**src/rtl/mux_rr_arbiter.sv**
```systemverilog
// mux_rr_arbiter: round-robin arbiter sharing one 4:1 data mux, bursts bounded to HOLD beats
module mux_rr_arbiter #(
  parameter int W    = 8,
  parameter int HOLD = 4
) (
  input  logic           clk,
  input  logic           rst,
  input  logic [3:0]     req,
  input  logic [4*W-1:0] din,
  input  logic           out_ready,
  output logic           out_valid,
  output logic [W-1:0]   out_data,
  output logic [3:0]     gnt,
  output logic [1:0]     sel,
  output logic [3:0]     ack,
  output logic           busy
);
  localparam int CW = $clog2(HOLD + 1);
  localparam logic [CW-1:0] LAST = CW'(HOLD - 1);
  typedef enum logic {IDLE, BUSY} state_t;
  state_t state;
  logic [1:0] ptr, pick;
  logic [CW-1:0] cnt;
  logic accept;
  always_comb begin
    pick = ptr;
    for (int k = 3; k >= 0; k--)
      if (req[ptr + 2'(k)]) pick = ptr + 2'(k);
  end
  assign busy      = state == BUSY;
  assign out_valid = busy & req[sel];
  assign out_data  = out_valid ? din[32'(sel)*W +: W] : '0;
  assign ack       = (busy & out_ready) ? (gnt & req) : 4'b0;
  assign accept    = out_valid & out_ready;
  always_ff @(posedge clk or posedge rst) begin
    if (rst) begin
      state <= IDLE;
      ptr   <= '0;
      sel   <= '0;
      gnt   <= '0;
      cnt   <= '0;
    end else if (state == IDLE) begin
      if (|req) begin
        sel   <= pick;
        gnt   <= 4'b1 << pick;
        cnt   <= '0;
        state <= BUSY;
      end
    end else begin
      if (accept) cnt <= cnt + CW'(1);
      // sel is kept after release; only ptr moves to rotate priority
      if ((accept && cnt == LAST) || !req[sel]) begin
        ptr   <= sel + 2'd1;
        gnt   <= '0;
        state <= IDLE;
      end
    end
  end
endmodule

```
**config.mk**
```make
export PLATFORM = sky130hd
export DESIGN_NAME = mux_rr_arbiter
export DESIGN_NICKNAME = d
export VERILOG_FILES = /design/src/rtl/mux_rr_arbiter.sv
export SDC_FILE = /design/constraint.sdc
export NUM_CORES = 1
export LEC_CHECK = 0
export BUFFER_PORTS_ARGS = -buffer_cell sky130_fd_sc_hd__buf_4
export CAP_MARGIN = 25
export CORE_AREA = 2 2 53 55
export DETAILED_ROUTE_END_ITERATION = 6
export DIE_AREA = 0 0 55 57
export PLACE_DENSITY = 0.79
export RECOVER_POWER = 25
export SYNTH_ARGS = -nofsm -noshare
export SYNTH_HDL_FRONTEND = slang
export SYNTH_SLANG_ARGS = --single-unit
```
**constraint.sdc**
```tcl
create_clock -name clk -period 1.4 [get_ports clk]
set_input_delay 0.21 -clock clk [delete_from_list [all_inputs] [get_ports clk]]
set_output_delay 0.21 -clock clk [all_outputs]
set_load 0.005 [all_outputs]
```
# Yosys cells after proc, flatten, opt, wreduce, memory -nomap -nowiden
# Index checks and enable logic that the tools add are counted.
# op_classes
addsub,5
n_lt_le_gt_ge,5
n_eq_ne,3
shift,2
muxes,25
bitwise_logic,5
n_reduce_logical,9
# op_table
cell,count
32-bit by 6-bit variable part select with 8-bit output,1
4-bit two-way mux,4
"2-bit by 3-bit < comparator with 1-bit output, second input constant",5
1-bit binary-select mux with 2-bit select,5
3-bit two-way mux,3
1-bit two-way mux,8
2-bit two-way mux,4
8-bit two-way mux,1
2-bit AND reduction,4
"2-bit by 1-bit adder with 2-bit output, second input constant",2
"2-bit adder, second input constant",2
4-bit bitwise AND,1
"2-bit by 1-bit inequality test with 1-bit output, second input constant",2
4-bit OR reduction,1
"1-bit by 2-bit << shifter with 4-bit output, first input constant",1
"3-bit by 1-bit adder with 3-bit output, second input constant",1
1-bit bitwise AND,3
"3-bit by 2-bit == test with 1-bit output, second input constant",1
2-bit nonzero test,1
1-bit logical AND,1
1-bit zero test,1
1-bit logical OR,1
1-bit inverter,1
# word_totals
regBits,12
inputBits,39
output_inout_bits,20
elab_cells,59

# Longest topological paths before layout
# Gate-level depths: netlist (run 1).
# logic_depth
word_depth,10
mapped_depth,6

# Worst setup path after synthesis (run 1)
# No wires, ideal clock.
# synth_timing
path_type,reg-to-output
start,reg sel[0]
end,out out_data[0]
t_arrival_ps,1384
setup_slack_ps,-194
stages_incl_launch_ff,4
n_path_buf,1
path_cell_list,dfrtp_1 > buf_2 > mux4_2 > and3_1
# synth_between
elab_chain_cells,4
elab_cells_between_ends,5
cone_classes,shift (1); mux (3); bitwise (1)
# synth_rtl
element,line_no,text
"start, declared",14,"output logic [1:0] sel,"
"start signal, assigned",44,sel <= pick;
branches (longest 3 deep; another with 32-bit by 6-bit variable part select with 8-bit output),-,
8-bit two-way mux *,32,assign out_data = out_valid ? din[32'(sel)*W +: W] : '0;
"end, declared",12,"output logic [W-1:0] out_data,"
# Every way passes the cells marked *. The select of a mux whose other input is x is not followed.

# Worst setup path in the final report (run 1)
# layout_timing
start,reg sel[1]
end,out out_data[2]
# The elaborated chain is that of the path after synthesis.

==> flow_metrics.tcl, run 1 <==
set metrics [dict create \
    path_max_fanout 5 \
    cts_made_buffers 3 \
    drc 0 \
    endpoint_kind "output pin" \
    fin_ws_ns -0.4389 \
    rsz0062_at_grt "yes" \
    die_h_um 57 \
    fmax_mhz 543.8 \
    min_path_type "primary input to flop" \
    min_period_ns 1.839 \
    status "finished, violations left" \
    r2r-start "sel[1]$_DFFE_PP0P_" \
    clkTransAtPathRegs_ns 0.07 \
    num_io_pins 59 \
    htreeDepth 1 \
    yosys_most_used_dff "dfrtp_1" \
    synth_xor_area_share_pct 0.9333 \
    setup_viol 19 \
    fin_area_um2 1755 \
    cap_violations 0 \
    antenna_found_initial 0 \
    crit_family "multiplexers" \
    syn_inst 89 \
    synthArstFlopShare_pct 100.0 \
    power.total_mw 3.225 \
    grt-ovfl-total 0 \
    worstPathRequired_ns 1.19 \
    synth_compound_area_share_pct 16.80 \
    start_kind "flop" \
    cts_root_buffer "clkbuf_4" \
    cts.path.max_buffers 2 \
    grt_start_max_net_pins 13 \
    clock-sinks 12 \
    synth_cell_types 30 \
    syn_nets 130 \
    num-fill-cells 200 \
    dr.pass1.iters 4 \
    cts_tree "built" \
    mostFrequentLayoutCells "57 x buf_4, 17 x buf_6, 11 x dfrtp_1, 10 x mux4_2, 10 x and3_4" \
    final_net_count 209 \
    initial_core_util_pct 35.89 \
    coreArea_um2 2615 \
    synth_fa_ha_area_share_pct 2.667 \
    hold_violations 0 \
    place_area_um2 1505 \
    ys_ff_latch 12 \
    synth-simple-area-share_pct 19.87 \
    final-instance-count-excl-fill 197 \
    critPathBufInv 1 \
    reg2regPathDepth 5 \
    rrSetupSlack_ns -0.36 \
    dp_hpwl_um 2217 \
    whs_endpoint "cnt[0]$_DFFE_PP0P_" \
    synthToLayoutAreaGrowth_pct 87.07 \
    track_usage_pct 19.77 \
    hold_depth 3 \
    drt_iter0_markers 26 \
    wl_per_cell_um 16.23 \
    worst_pin_slew_ns 0.4672 \
    layout-drive-gt1-share_pct 68.07 \
    ant_nets 0 \
    layout_commonest_cell "buf_4" \
    gp_congestion 0.8302 \
    seq_area_frac_synth_pct 32.00 \
    finalCritPeriodShare_pct 131.3 \
    worstPathArrival_ns 1.63 \
    grt_pass1_wl_um 4464 \
    slew_headroom_pct 68.82 \
    violations "negative setup slack" \
    diodes 0 \
    via_per_inst 5.467 \
    dieArea_um2 3135 \
    crit_type "flop to output pin" \
    power.density_nw_per_um2 1837 \
    ys_warn_count 0 \
    syn-cell-area_um2 938.4 \
    dp.cells 189 \
    tns_ns -6.677 \
    grt_pass1_vias 1014 \
    rows 19 \
    avgSynthCellArea_um2 10.54 \
    slew_viol_final 0 \
    portBuffers 58 \
    crit_path_start "sel[1]$_DFFE_PP0P_" \
    slowest_delay_ns 0.60 \
    fin_skew_ns 0.002281 \
    routed_wl_um 3198 \
    hold_start "out_ready" \
    fp.dieW_um 55 \
    insertion_delay_ns 0.28 \
    synth_top_family_by_area "multiplexers" \
    vias 1077 \
    synthMuxAreaShare_pct 24.80 \
    timing.rr.end "gnt[0]$_DFFE_PP0P_" \
    peakVddDrop_uv 1407 \
    crit_path_cell_trace "mux4_2 > and3_1 > buf_4" \
    synth_edf_count 0 \
    power_leakage_nw 0.8540 \
    slowest_stage "mux4_2" \
]
-- kinds of logic after synthesis --
logic type,after synthesis
mux,12
flops,12
fa+ha+maj,2
xor+xnor,1
simple gates,35
buf+inv,7
compound gates,20
-- synthesized netlist by cell type, types with 2 or more instances --
master | instances | area, um2
and3_1 | 12 | 75.07
mux4_2 | 9 | 202.7
a21oi_1 | 5 | 25.02
dfrtp_1 | 12 | 300.3
nor2b_1 | 2 | 12.51
o21ai_0 | 3 | 15.01
a22o_1 | 2 | 17.52
inv_1 | 4 | 15.01
mux2i_1 | 3 | 30.03
nand2_1 | 9 | 33.78
clkbuf_1 | 2 | 7.510
nor2_1 | 5 | 18.77
o22a_1 | 2 | 17.52
ha_1 | 2 | 25.02
and2_1 | 2 | 12.51
-- tightest hold or removal path: stages --
cell and delay [ns]:
buf_4 0.13, nand2_4 0.08, mux2i_1 0.07
-- power breakdown --
group / total, mW / internal (mW) / leakage (nW) / switching [mW]
combinational: 2.33 / 1.40 / 0.690 / 0.928
sequential: 0.682 / 0.505 / 0.150 / 0.176
clock: 0.212 / 0.0998 / 0.0138 / 0.112
total: 3.22 / 2.01 / 0.854 / 1.22
-- worst max-delay path by stage --
stage	end	slack, ns	cells past startpoint
global route	out_data[2]	-0.48	3
global placement	gnt[2]$_DFFE_PP0P_	-0.16	4
CTS	out_data[1]	-0.42	4
floorplan	gnt[0]$_DFFE_PP0P_	-0.18	4
detailed placement	cnt[1]$_DFFE_PP0P_	-0.24	4
finish	out_data[2]	-0.44	3
-- registers in the layout (all words and copies together), names as in the netlist --
name and flops:
cnt 3, ptr 2, busy 1, sel 2, gnt 4
-- final cells by class --
class                   count  area [um2]  area share (%)
multi-input cells          71       740.7           42.20
well taps                  31       38.79           2.210
flip-flops and latches     12       301.5           17.18
clock buffers               3       22.52           1.283
repair buffers             76       636.9           36.28
inverters                   4       15.01          0.8553
-- routing by layer --
metal  vias to the layer above  track usage [%]  share of wire (%)
li1                        499                -                  -
met1                       522            25.09                 41
met2                        53            32.82                 49
met3                         3            5.236                9.0
met4                         0            5.226               0.81
met5                         -                0                  0
-- through the flow --
stage | util (%) | hold WS (ns) | worst slack, ns
2_1_floorplan | - | 0.07470 | -0.1824
3_3_place_gp | 57.56 | 0.2381 | -0.1565
3_5_place_dp | 57.56 | 0.2519 | -0.2440
4_1_cts | 62.82 | 0.2856 | -0.4207
5_1_grt | 67.13 | 0.2678 | -0.4787
6_report | 67.13 | 0.2691 | -0.4389
-- repair_timing --
| item | 4_1_cts | 5_1_grt |
|---|---|---|
| cloned | 1 | 0 |
| resized for setup | 18 | 27 |
| buffers inserted | 2 | 1 |
| pin swaps | 13 | 14 |
| hold endpoints to repair | 12 | 0 |
| setup endpoints to repair | 23 | 24 |
| hold buffers | 1 | 0 |
No activity file was read; power rests on OpenSTA's default activity.
==> run 2, diff against run 1 <==
REMOVE_ABC_BUFFERS = 1   (was unset)
==> flow_metrics.tcl, run 2 (synthesized netlist as in run 1, its figures left out) <==
set metrics [dict create \
    crit_type "flop to output pin" \
    rsz0062_at_grt "yes" \
    wl_per_cell_um 16.30 \
    layout_commonest_cell "buf_4" \
    largest_register "gnt" \
    fin_skew_ns 0.0007785 \
    status "finished, violations left" \
    die_h_um 57 \
    top_regs "gnt x4, cnt x3" \
    largest_reg_flops 4 \
    cts_tree "built" \
    clock-sinks 12 \
    cap_violations 0 \
    cts_root_buffer "clkbuf_4" \
    endpoint_kind "output pin" \
    portBuffers 58 \
    grt-ovfl-total 0 \
    gp_congestion 0.8518 \
    drc 0 \
    num_io_pins 59 \
    synthToLayoutAreaGrowth_pct 87.73 \
    mostFrequentLayoutCells "58 x buf_4, 17 x buf_6, 12 x and3_4, 12 x dfrtp_1, 10 x mux4_2" \
    initial_core_util_pct 35.89 \
    insertion_delay_ns 0.26 \
    drt_iter0_markers 13 \
    path_max_fanout 4 \
    fin_area_um2 1762 \
    peakVddDrop_uv 1430 \
    fin_ws_ns -0.4393 \
    dr.pass1.iters 5 \
    clkTransAtPathRegs_ns 0.07 \
    slew_headroom_pct 69.77 \
    worstPathRequired_ns 1.19 \
    htreeDepth 1 \
    antenna_found_initial 0 \
    layout-drive-gt1-share_pct 68.26 \
    grt_pass1_wl_um 4761 \
    fp.dieW_um 55 \
    hold_violations 0 \
    setup_viol 19 \
    coreArea_um2 2615 \
    grt_start_max_net_pins 13 \
    final_net_count 210 \
    finalCritPeriodShare_pct 131.4 \
    violations "negative setup slack" \
    final_util_pct 67.37 \
    worstPathArrival_ns 1.63 \
    timing.hold.ws_ns 0.2714 \
    power_leakage_nw 0.8563 \
    vias 1076 \
    regArea_um2 300.3 \
    power.density_nw_per_um2 1844 \
    num-fill-cells 198 \
    rows 19 \
    dp_hpwl_um 2381 \
    start_kind "flop" \
    ant_nets 0 \
    cts_made_buffers 3 \
    place_area_um2 1498 \
    fmax_mhz 543.7 \
    min_path_type "primary input to flop" \
    diodes 0 \
    dieArea_um2 3135 \
    routed_wl_um 3228 \
    slew_viol_final 0 \
    worst_pin_slew_ns 0.4530 \
    grt_pass1_vias 1038 \
    cts.path.max_buffers 2 \
    via_per_inst 5.434 \
    track_usage_pct 20.58 \
    multi_input_area_um2 740.7 \
    min_period_ns 1.839 \
]
## run 2: cell types whose count changed in the layout (fill, tap and decap cells not counted), sizes merged
cell	delta
buf	+1
## run 2: power by group
| part | internal, mW | switching [mW] |
|---|---|---|
| sequential | 0.502 | 0.178 |
| clock | 0.0993 | 0.0988 |
| combinational | 1.44 | 0.931 |
## run 2: per-stage QoR
step / instances / total power [mW] / TNS [ns] / setup WS (ns)
after detailed placement: 188 / 2.426 / -3.152 / -0.2529
after floorplan: 86 / 1.591 / -5.444 / -0.4128
after CTS: 198 / 3.166 / -6.547 / -0.4390
after global placement: 188 / 2.360 / -2.641 / -0.2094
after global routing: 198 / 3.490 / -7.645 / -0.4844
final: 198 / 3.248 / -6.347 / -0.4393
## run 2: worst max-delay path, cell delays in order, from the launching register on
cell and delay, ns:
dfrtp_1 0.43, buf_6 0.15, mux4_2 0.51, and3_4 0.17
buf_6 0.11
## run 2: worst paths after layout
kind                            depth (start not counted)  slack [ns]                 end                from
worst max-delay path                                    4       -0.44         out_data[4]  sel[0]$_DFFE_PP0P_
worst min-delay path                                    3        0.27  cnt[2]$_DFFE_PP0P_           out_ready
worst max register to register                          5       -0.35  gnt[0]$_DFFE_PP0P_  sel[1]$_DFFE_PP0P_
worst min register to register                          2        0.53  cnt[2]$_DFFE_PP0P_  cnt[2]$_DFFE_PP0P_
max in group asynchronous                               3        0.59  sel[0]$_DFFE_PP0P_                 rst
min in group asynchronous                               3        0.50  gnt[1]$_DFFE_PP0P_                 rst
## run 2: layout make-up
class                           count  area share, %
Sequential cell                    12          17.05
Clock buffer                        3          1.278
Tap cell                           31          2.202
Timing Repair Buffer               77          36.58
Inverter                            4         0.8523
Multi-Input combinational cell     71          42.05
## run 2: layer usage
layer | wire length, um | global-route usage (%) | part of all wire, % | up-vias
met5 | 0 | 0 | 0 | -
met4 | 16 | 3.484 | 0.50 | 0
met3 | 344 | 3.403 | 11 | 2
met2 | 1633 | 35.54 | 51 | 57
met1 | 1233 | 27.12 | 38 | 519
li1 | - | - | - | 498
## run 2: repair_timing
action | 4_1_cts | 5_1_grt
hold buffers | 1 | 0
gates resized for setup | 32 | 11
pin swaps | 18 | 5
buffers inserted | 5 | 0
cloned | 1 | 0
endpoints found under the hold margin | 12 | 0
setup endpoints to repair | 23 | 23
